File: src/rtl/i2s_tx.sv
// Philips I2S transmitter: sample FIFO, BCLK/LRCLK divider and 32-bit frame serializer.
// Each 32-bit sample {left, right} is sent MSB first, one BCLK after the LRCLK edge.
module i2s_tx #(
  parameter int unsigned CLK_DIV = 33,
  parameter int unsigned DEPTH   = 4
) (
  input  logic        clk,
  input  logic        rst,
  input  logic        en,
  output logic        ready,
  output logic        valid,
  input  logic [31:0] sample_i,
  output logic        bclk,
  output logic        lrclk,
  output logic        sdata,
  output logic        underrun,
  output logic        overflow
);

  localparam int unsigned DW = (CLK_DIV > 1) ? $clog2(CLK_DIV) : 1;
  localparam int unsigned AW = (DEPTH > 1) ? $clog2(DEPTH) : 1;
  localparam int unsigned CW = AW + 1;
  localparam logic [DW-1:0] DivMax = DW'(CLK_DIV - 1);
  localparam logic [CW-1:0] Full   = CW'(DEPTH);

  logic [DW-1:0] r_div_cnt;
  logic          r_bclk;
  logic          r_lrclk;
  logic          r_sdata;
  logic          r_valid;
  logic          r_underrun;
  logic          r_overflow;
  logic          r_ready;
  logic [4:0]    r_bit_cnt;
  logic [31:0]   r_shifter;
  logic [31:0]   r_mem [DEPTH];
  logic [AW-1:0] r_wr_ptr;
  logic [AW-1:0] r_rd_ptr;
  logic [CW-1:0] r_count;

  logic          w_tick;
  logic          w_fall;
  logic          w_frame_start;
  logic          w_full;
  logic          w_empty;
  logic          w_push;
  logic          w_pop;
  logic [4:0]    w_bit_nxt;
  logic [CW-1:0] w_count_d;

  always_comb begin
    w_tick        = 1'b0;
    w_fall        = 1'b0;
    w_frame_start = 1'b0;
    w_full        = 1'b0;
    w_empty       = 1'b0;
    w_push        = 1'b0;
    w_pop         = 1'b0;
    w_bit_nxt     = r_bit_cnt + 5'd1;
    w_count_d     = r_count;

    w_tick        = (r_div_cnt == DivMax);
    w_fall        = w_tick & r_bclk;
    w_frame_start = w_fall & (w_bit_nxt == 5'd0);
    w_full        = (r_count == Full);
    w_empty       = (r_count == '0);
    // Push is judged on the current count only, so a same-cycle pop never admits it when full.
    w_push        = en & ~w_full;
    w_pop         = w_frame_start & ~w_empty;

    unique case ({w_push, w_pop})
      2'b10:   w_count_d = r_count + 1'b1;
      2'b01:   w_count_d = r_count - 1'b1;
      default: w_count_d = r_count;
    endcase
  end

  always_ff @(posedge clk or negedge rst) begin
    if (!rst) begin
      r_div_cnt <= '0;
      r_bclk    <= 1'b0;
    end else if (w_tick) begin
      r_div_cnt <= '0;
      r_bclk    <= ~r_bclk;
    end else begin
      r_div_cnt <= r_div_cnt + 1'b1;
    end
  end

  always_ff @(posedge clk or negedge rst) begin
    if (!rst) begin
      r_bit_cnt  <= 5'd31;
      r_lrclk    <= 1'b1;
      r_sdata    <= 1'b0;
      r_shifter  <= '0;
      r_valid    <= 1'b0;
      r_underrun <= 1'b0;
    end else begin
      r_valid    <= w_pop;
      r_underrun <= w_frame_start & w_empty;
      if (w_fall) begin
        // The outgoing bit is taken before the shifter loads, giving the one-BCLK delay.
        r_sdata   <= r_shifter[31];
        r_bit_cnt <= w_bit_nxt;
        r_lrclk   <= w_bit_nxt[4];
        if (w_frame_start) begin
          r_shifter <= w_empty ? 32'd0 : r_mem[r_rd_ptr];
        end else begin
          r_shifter <= {r_shifter[30:0], 1'b0};
        end
      end
    end
  end

  always_ff @(posedge clk or negedge rst) begin
    if (!rst) begin
      r_wr_ptr   <= '0;
      r_rd_ptr   <= '0;
      r_count    <= '0;
      r_ready    <= 1'b0;
      r_overflow <= 1'b0;
    end else begin
      if (w_push) r_wr_ptr <= r_wr_ptr + 1'b1;
      if (w_pop)  r_rd_ptr <= r_rd_ptr + 1'b1;
      r_count    <= w_count_d;
      r_ready    <= (w_count_d < Full);
      r_overflow <= en & w_full;
    end
  end

  // Storage needs no reset; the count alone defines which entries are live.
  always_ff @(posedge clk) begin
    if (w_push) r_mem[r_wr_ptr] <= sample_i;
  end

  assign bclk     = r_bclk;
  assign lrclk    = r_lrclk;
  assign sdata    = r_sdata;
  assign valid    = r_valid;
  assign underrun = r_underrun;
  assign overflow = r_overflow;
  assign ready    = r_ready;

endmodule
File: config.mk
export PLATFORM = sky130hd
export DESIGN_NAME = i2s_tx
export DESIGN_NICKNAME = d
export VERILOG_FILES = /design/src/rtl/i2s_tx.sv
export SDC_FILE = /design/constraint.sdc
export NUM_CORES = 1
export LEC_CHECK = 0
export BUFFER_PORTS_ARGS = -buffer_cell sky130_fd_sc_hd__buf_2
export CORE_MARGIN = 2
export CORE_UTILIZATION = 65
export CTS_BUF_LIST = sky130_fd_sc_hd__clkbuf_16
export DETAILED_ROUTE_END_ITERATION = 6
export PLACE_DENSITY = 0.95
export SLEW_MARGIN = 15
export SYNTH_ARGS = -nofsm -noshare
export SYNTH_HDL_FRONTEND = slang
export SYNTH_SLANG_ARGS = --single-unit
File: constraint.sdc
create_clock -name clk -period 4.35 [get_ports clk]
set_input_delay 0.6525 -clock clk [delete_from_list [all_inputs] [get_ports clk]]
set_output_delay 0.6525 -clock clk [all_outputs]
set_load 0.01 [all_outputs]
======== After elaboration in Yosys (flattened, before gate mapping) ========
Memory sizes are Yosys's and may differ from the RTL's.
Cells that the tools add are included.
cells by class
  multiplexer cells ....................... 6
  multiply operators ...................... 0
  $lt $le $gt $ge ......................... 1
  shift operators ......................... 0
  bitwise gates (word level) .............. 9
  reduce and logical (&&, ||, !) cells .... 2
  add/subtract/negate cells ............... 6
  divide/modulo/power cells ............... 0
  eq/ne operators ......................... 4
operators by type and width
  kind                                                                 count
  32-bit 2-to-1 mux                                                    2
  6-bit by 1-bit adder with 6-bit output (second input constant)       1
  1-bit bitwise AND                                                    6
  6-bit == test (second input constant)                                1
  6-bit 2-to-1 mux                                                     1
  3-bit one-hot mux with 2 select lines                                1
  5-bit by 1-bit adder with 5-bit output (second input constant)       1
  5-bit zero test                                                      1
  2-bit by 1-bit adder with 2-bit output (second input constant)       2
  3-bit by 1-bit adder with 3-bit output (second input constant)       1
  3-bit == test (second input constant)                                1
  3-bit zero test                                                      1
  3-bit < comparator (second input constant)                           1
  1-bit NOT                                                            3
  3-bit by 1-bit subtractor with 3-bit output (second input constant)  1
  2-bit by 1-bit == test with 1-bit output (second input constant)     1
  2-bit == test (second input constant)                                1
  1-bit 2-to-1 mux                                                     2
storage, ports and cells
  bits in latches ......................... 0
  word-level logic and storage cells ...... 42
  memories kept ........................... 1
  input bits .............................. 35
  register bits after elaboration ......... 57
  memory bits (read-only) ................. 0
  memory bits (writable) .................. 128
  output and inout port bits .............. 7
memories
  name   words  bits a word  rd ports  clocked after memory_dff  write ports  line  source
  r_mem  4      32           1         0                         1            36    logic [31:0] r_mem [DEPTH];

======== Logic depth before layout (Yosys ltp) ========
  word-level depth ........................ 7
  gate-level depth with buffers ........... 14
  mapped depth without buffers ............ 11

======== Least setup slack after synthesis ========
Ideal clock, no wire load.
  kind .................................... register to register
  from .................................... reg r_bit_cnt[0]
  to ...................................... reg r_ready, in the netlist ready
  setup time .............................. 121 ps
  arrival time ............................ 2585 ps
  cell stages (with the launch flop) ...... 14
  setup slack ............................. 1644 ps
  cell sequence ........................... dfstp_2 -> ha_1 -> nor4_1 -> and2_1 -> buf_2 -> o211a_1 -> buf_6 -> buf_6 -> ha_1 -> fa_1 -> xnor2_1 -> nor2_1 -> xor2_1 -> inv_1
on the way
  longest elaborated chain between the ends .. 7
  elaborated cells on any way between the ends .. 8
  those cells by class .................... 1 x add/sub; 1 x order compare; 2 x eq/ne; 1 x mux; 2 x bitwise; 1 x reduce/logical
ends and longest elaborated chain
  item                                                                       line  source
  start, declared                                                            34    logic [4:0] r_bit_cnt;
  start signal, assigned                                                     104   r_bit_cnt <= w_bit_nxt;
  5-bit by 1-bit adder with 5-bit output (*)                                 59    w_bit_nxt = r_bit_cnt + 5'd1;
  5-bit zero test (*)                                                        64    w_frame_start = w_fall & (w_bit_nxt == 5'd0);
  1-bit bitwise AND (*)                                                      64
  1-bit bitwise AND (*)                                                      69    w_pop = w_frame_start & ~w_empty;
  named net w_pop                                                            47    logic w_pop;
  2-bit by 1-bit == test with 1-bit output or 2-bit == test (tied branches)  71    unique case ({w_push, w_pop})
  3-bit one-hot mux with 2 select lines (*)                                  71
  3-bit < comparator (*)                                                     126   r_ready <= (w_count_d < Full);
  end signal, assigned                                                       126
  end, declared                                                              33    logic r_ready;
Mark *: on every way through the listed nets, which the timed path passes. The rest lies on a longest branch.
A chain may end at the register's enable or synchronous reset.

======== Final worst setup path ========
  from .................................... reg r_bit_cnt[0]
  to ...................................... reg r_ready, in the netlist ready
on the way
  longest elaborated chain between the ends .. 7
  elaborated cells on any way between the ends .. 8
  those cells by class .................... 1 x add/sub; 1 x order compare; 2 x eq/ne; 1 x mux; 2 x bitwise; 1 x reduce/logical
ends and longest elaborated chain
  item                                                                       line
  5-bit by 1-bit adder with 5-bit output (*)                                 59
  5-bit zero test (*)                                                        64
  1-bit bitwise AND (*)                                                      64
  1-bit bitwise AND (*)                                                      69
  2-bit by 1-bit == test with 1-bit output or 2-bit == test (tied branches)  71
  3-bit one-hot mux with 2 select lines (*)                                  71
  3-bit < comparator (*)                                                     126
Every way passes the cells marked *; elsewhere a longest branch is shown, timed or not.

==> metrics.cfg <==
[floorplan]
die_x_microns=111
rows=39
ios=42
initial_core_util=0.659
core_sq_mm=0.0113
die_area_sq_mm=0.0123
dieHeight_microns=111

[final_layout]
fillers=601
nets=504
multiInputGateArea_sq_mm=0.00200
layout-drive-gt1-share=0.256
final_util=0.741
seq_area_sq_mm=0.00526
diodes=0
finalNonFillerCells=615
area_delta_synth_final_pct=12.4
final_cell_area_sq_mm=0.00835

[clock_network]
clock_path_buffers=2
cts_tree=done
ctsHoldBuffers=0
numCtsBuffers=17
clock-sinks=184
cts-root-buf=clkbuf_16
cts_post_setup_buffers_inserted=0
h-tree-depth=4
insertion_delay_ns=0.43
cts.repair.resized=0
path_clk_slew_ns=0.06

[logic_synthesis]
synthesis.area_sq_mm=0.00743
synth.most_common_cell=edfxtp_1
yosys.cell_types.count=39
synth_top_cell_by_area=edfxtp_1
synth_edf_count=128
ys_warn_count=0
yosysSeqAreaShare=0.707
synthCells=416
synth_top_area_share=0.517
async_flop_share=0.304
syn-mean-instance-area_sq_um=17.9
synth_common_cells=edfxtp_1, dfrtp_1, and2_1
ys_ff_latch=184
synthFlopType=edfxtp_1
synthesis.nets=461
synth.top_cells.by_area=edfxtp_1, dfrtp_1, mux4_2, a211o_1, nor4b_1

[sta]
fin_skew_ns=0.00951
worstMarginPinSlew_ns=1.06
fmax_mhz=354
setup_tns_ns=0
relSlewSlack=0.289
period_needed_ns=2.83
fin_crit_sh=0.650
slew_violations=0
rsz0062_at_grt=false
finalHoldViolations=0
setup_viol=0

[route]
via_per_inst=6.43
drc=0
drtAntennaViolNets=0
initialDrtViolationCount=469
vias=3952
dr.pass1.iters=5
finalWirelength_microns=13900
wl_per_cell_microns=22.5

[place]
numPortBuffers=41
placed_cells=583
placed_area_sq_mm=0.00774
routabilityCongestion=0.717
dpl.hpwl_microns=7360

[outcome]
status=complete, no violations

[critical_path]
critPathKind=reg -> reg
crit_family=adder cells
end_kind=flip-flop
crit_path_max_incr_delay_ns=0.60
path_buf_inv=2
r2r-start=r_bit_cnt[0]$_DFFE_PN1P_
cp_common_cell=ha_1
crit_fanout=34
critPathArrivalTime_ns=3.14
crit_start=r_bit_cnt[0]$_DFFE_PN1P_
cp_slowest_cell=dfstp_2
cp.required_ns=4.66
path_cells=ha_1 > nor4_1 > and2_1 > buf_4 > o211a_1 > ha_1 > fa_1 > xnor2_1 > nor2_1 > xor2_1 > inv_1
startpoint_type=flip-flop

[grt]
first_global_vias=4123
grt_pass1_wl_microns=22700
track_usage=0.245
grt.overflow.total=0
antenna_found_initial=0
grt_max_degree=69

[power]
ir_drop_mv=0.321
p_sw_uw=969
p_leak_nw=3.32
seq_power_share=0.533
p_clk_frac=0.374
power_mw=4.23
internal_power_mw=3.26
power_density_mw_per_mm2=507
share_comb_of_total_power=0.093
swShare=0.229

[hold_path]
hold_path_class=in -> async

[flow_run]
maxCapViolations=0

cells by family (layout without fill, tap and decap cells):
family                   after synthesis  after routing  synth area share
flip-flops                           184            184             0.707
AND/OR/NAND/NOR                      101            101            0.0909
AO/OA/AOI/OAI                         41             41            0.0465
buffers and inverters                 34             90            0.0244
multiplexers                          33             33            0.0985
XOR/XNOR                              13             13            0.0153
adder cells (fa/ha/maj)               10             10            0.0178
sequential cells by signal, summed over array words and instances, names as in the netlist, named ones only:
name	count
r_mem	128
r_shifter	32
r_div_cnt	6
r_bit_cnt	4
r_count	2
r_rd_ptr	2
r_wr_ptr	2
bclk	1
lrclk	1
overflow	1
ready	1
sdata	1
underrun	1
valid	1
cell usage in the layout, fill, tap and decap left out, types with 3 or more instances in the layout:
master     synthesis  final
edfxtp_1         128    128
dfrtp_1           51     50
buf_2             13     41
and2_1            36     36
mux4_2            32     32
a211o_1           31     31
nor4b_1           30     30
clkbuf_16          0     17
buf_4              0     10
xnor2_1            9      9
ha_1               9      9
inv_1              7      8
nand2_1            9      8
nor2_1             6      6
nand3_1            6      6
dfstp_2            5      5
xor2_1             4      4
bufinv_16          0      4
o21ai_0            3      3
clkinv_2           0      3
clkinv_1           0      3
final timing paths:
kind,slack (ns),end,depth (start not counted)
worst max-delay path,1.52,ready$_DFF_PN0_,11
worst min-delay path,0.36,overflow$_DFF_PN0_,2
worst max register to register,1.52,ready$_DFF_PN0_,11
worst min register to register,0.49,bclk$_DFFE_PN0N_,1
max in group asynchronous,3.45,r_rd_ptr[0]$_DFFE_PN0P_,2
min in group clk,0.43,r_mem[2][8]$_DFFE_PP_,1
layout make-up:
cell class / count / share of cell area
Multi-Input combinational cell: 198 / 0.240
Timing Repair Buffer: 51 / 0.0336
Tap cell: 143 / 0.0214
Clock inverter: 15 / 0.0220
Clock buffer: 17 / 0.0509
Inverter: 7 / 0.00315
Sequential cell: 184 / 0.629
power groups by stage:
stage               clock network (mW)  registers [mW]  logic [mW]
floorplan                            0            2.26       0.234
global placement                     0            2.26       0.375
detailed placement                   0            2.29       0.394
CTS                               1.59            2.26       0.397
global route                      1.67            2.28       0.429
finish                            1.58            2.25       0.394
per-layer routing:
| metal | vias to the layer above | wire, microns | global-route usage |
|---|---|---|---|
| li1 | 1712 | - | - |
| met1 | 2067 | 5520 | 0.323 |
| met2 | 145 | 7320 | 0.411 |
| met3 | 28 | 702 | 0.0525 |
| met4 | 0 | 308 | 0.0883 |
| met5 | - | 0 | 0 |
per-stage QoR:
stage,setup WS (ns),hold WS [ns]
after detailed placement,1.53,0.465
after CTS,1.51,0.386
after global placement,1.70,0.459
final,1.52,0.362
after floorplan,1.64,0.357
after global routing,1.31,0.429
No activity file was read; power rests on OpenSTA's default activity.
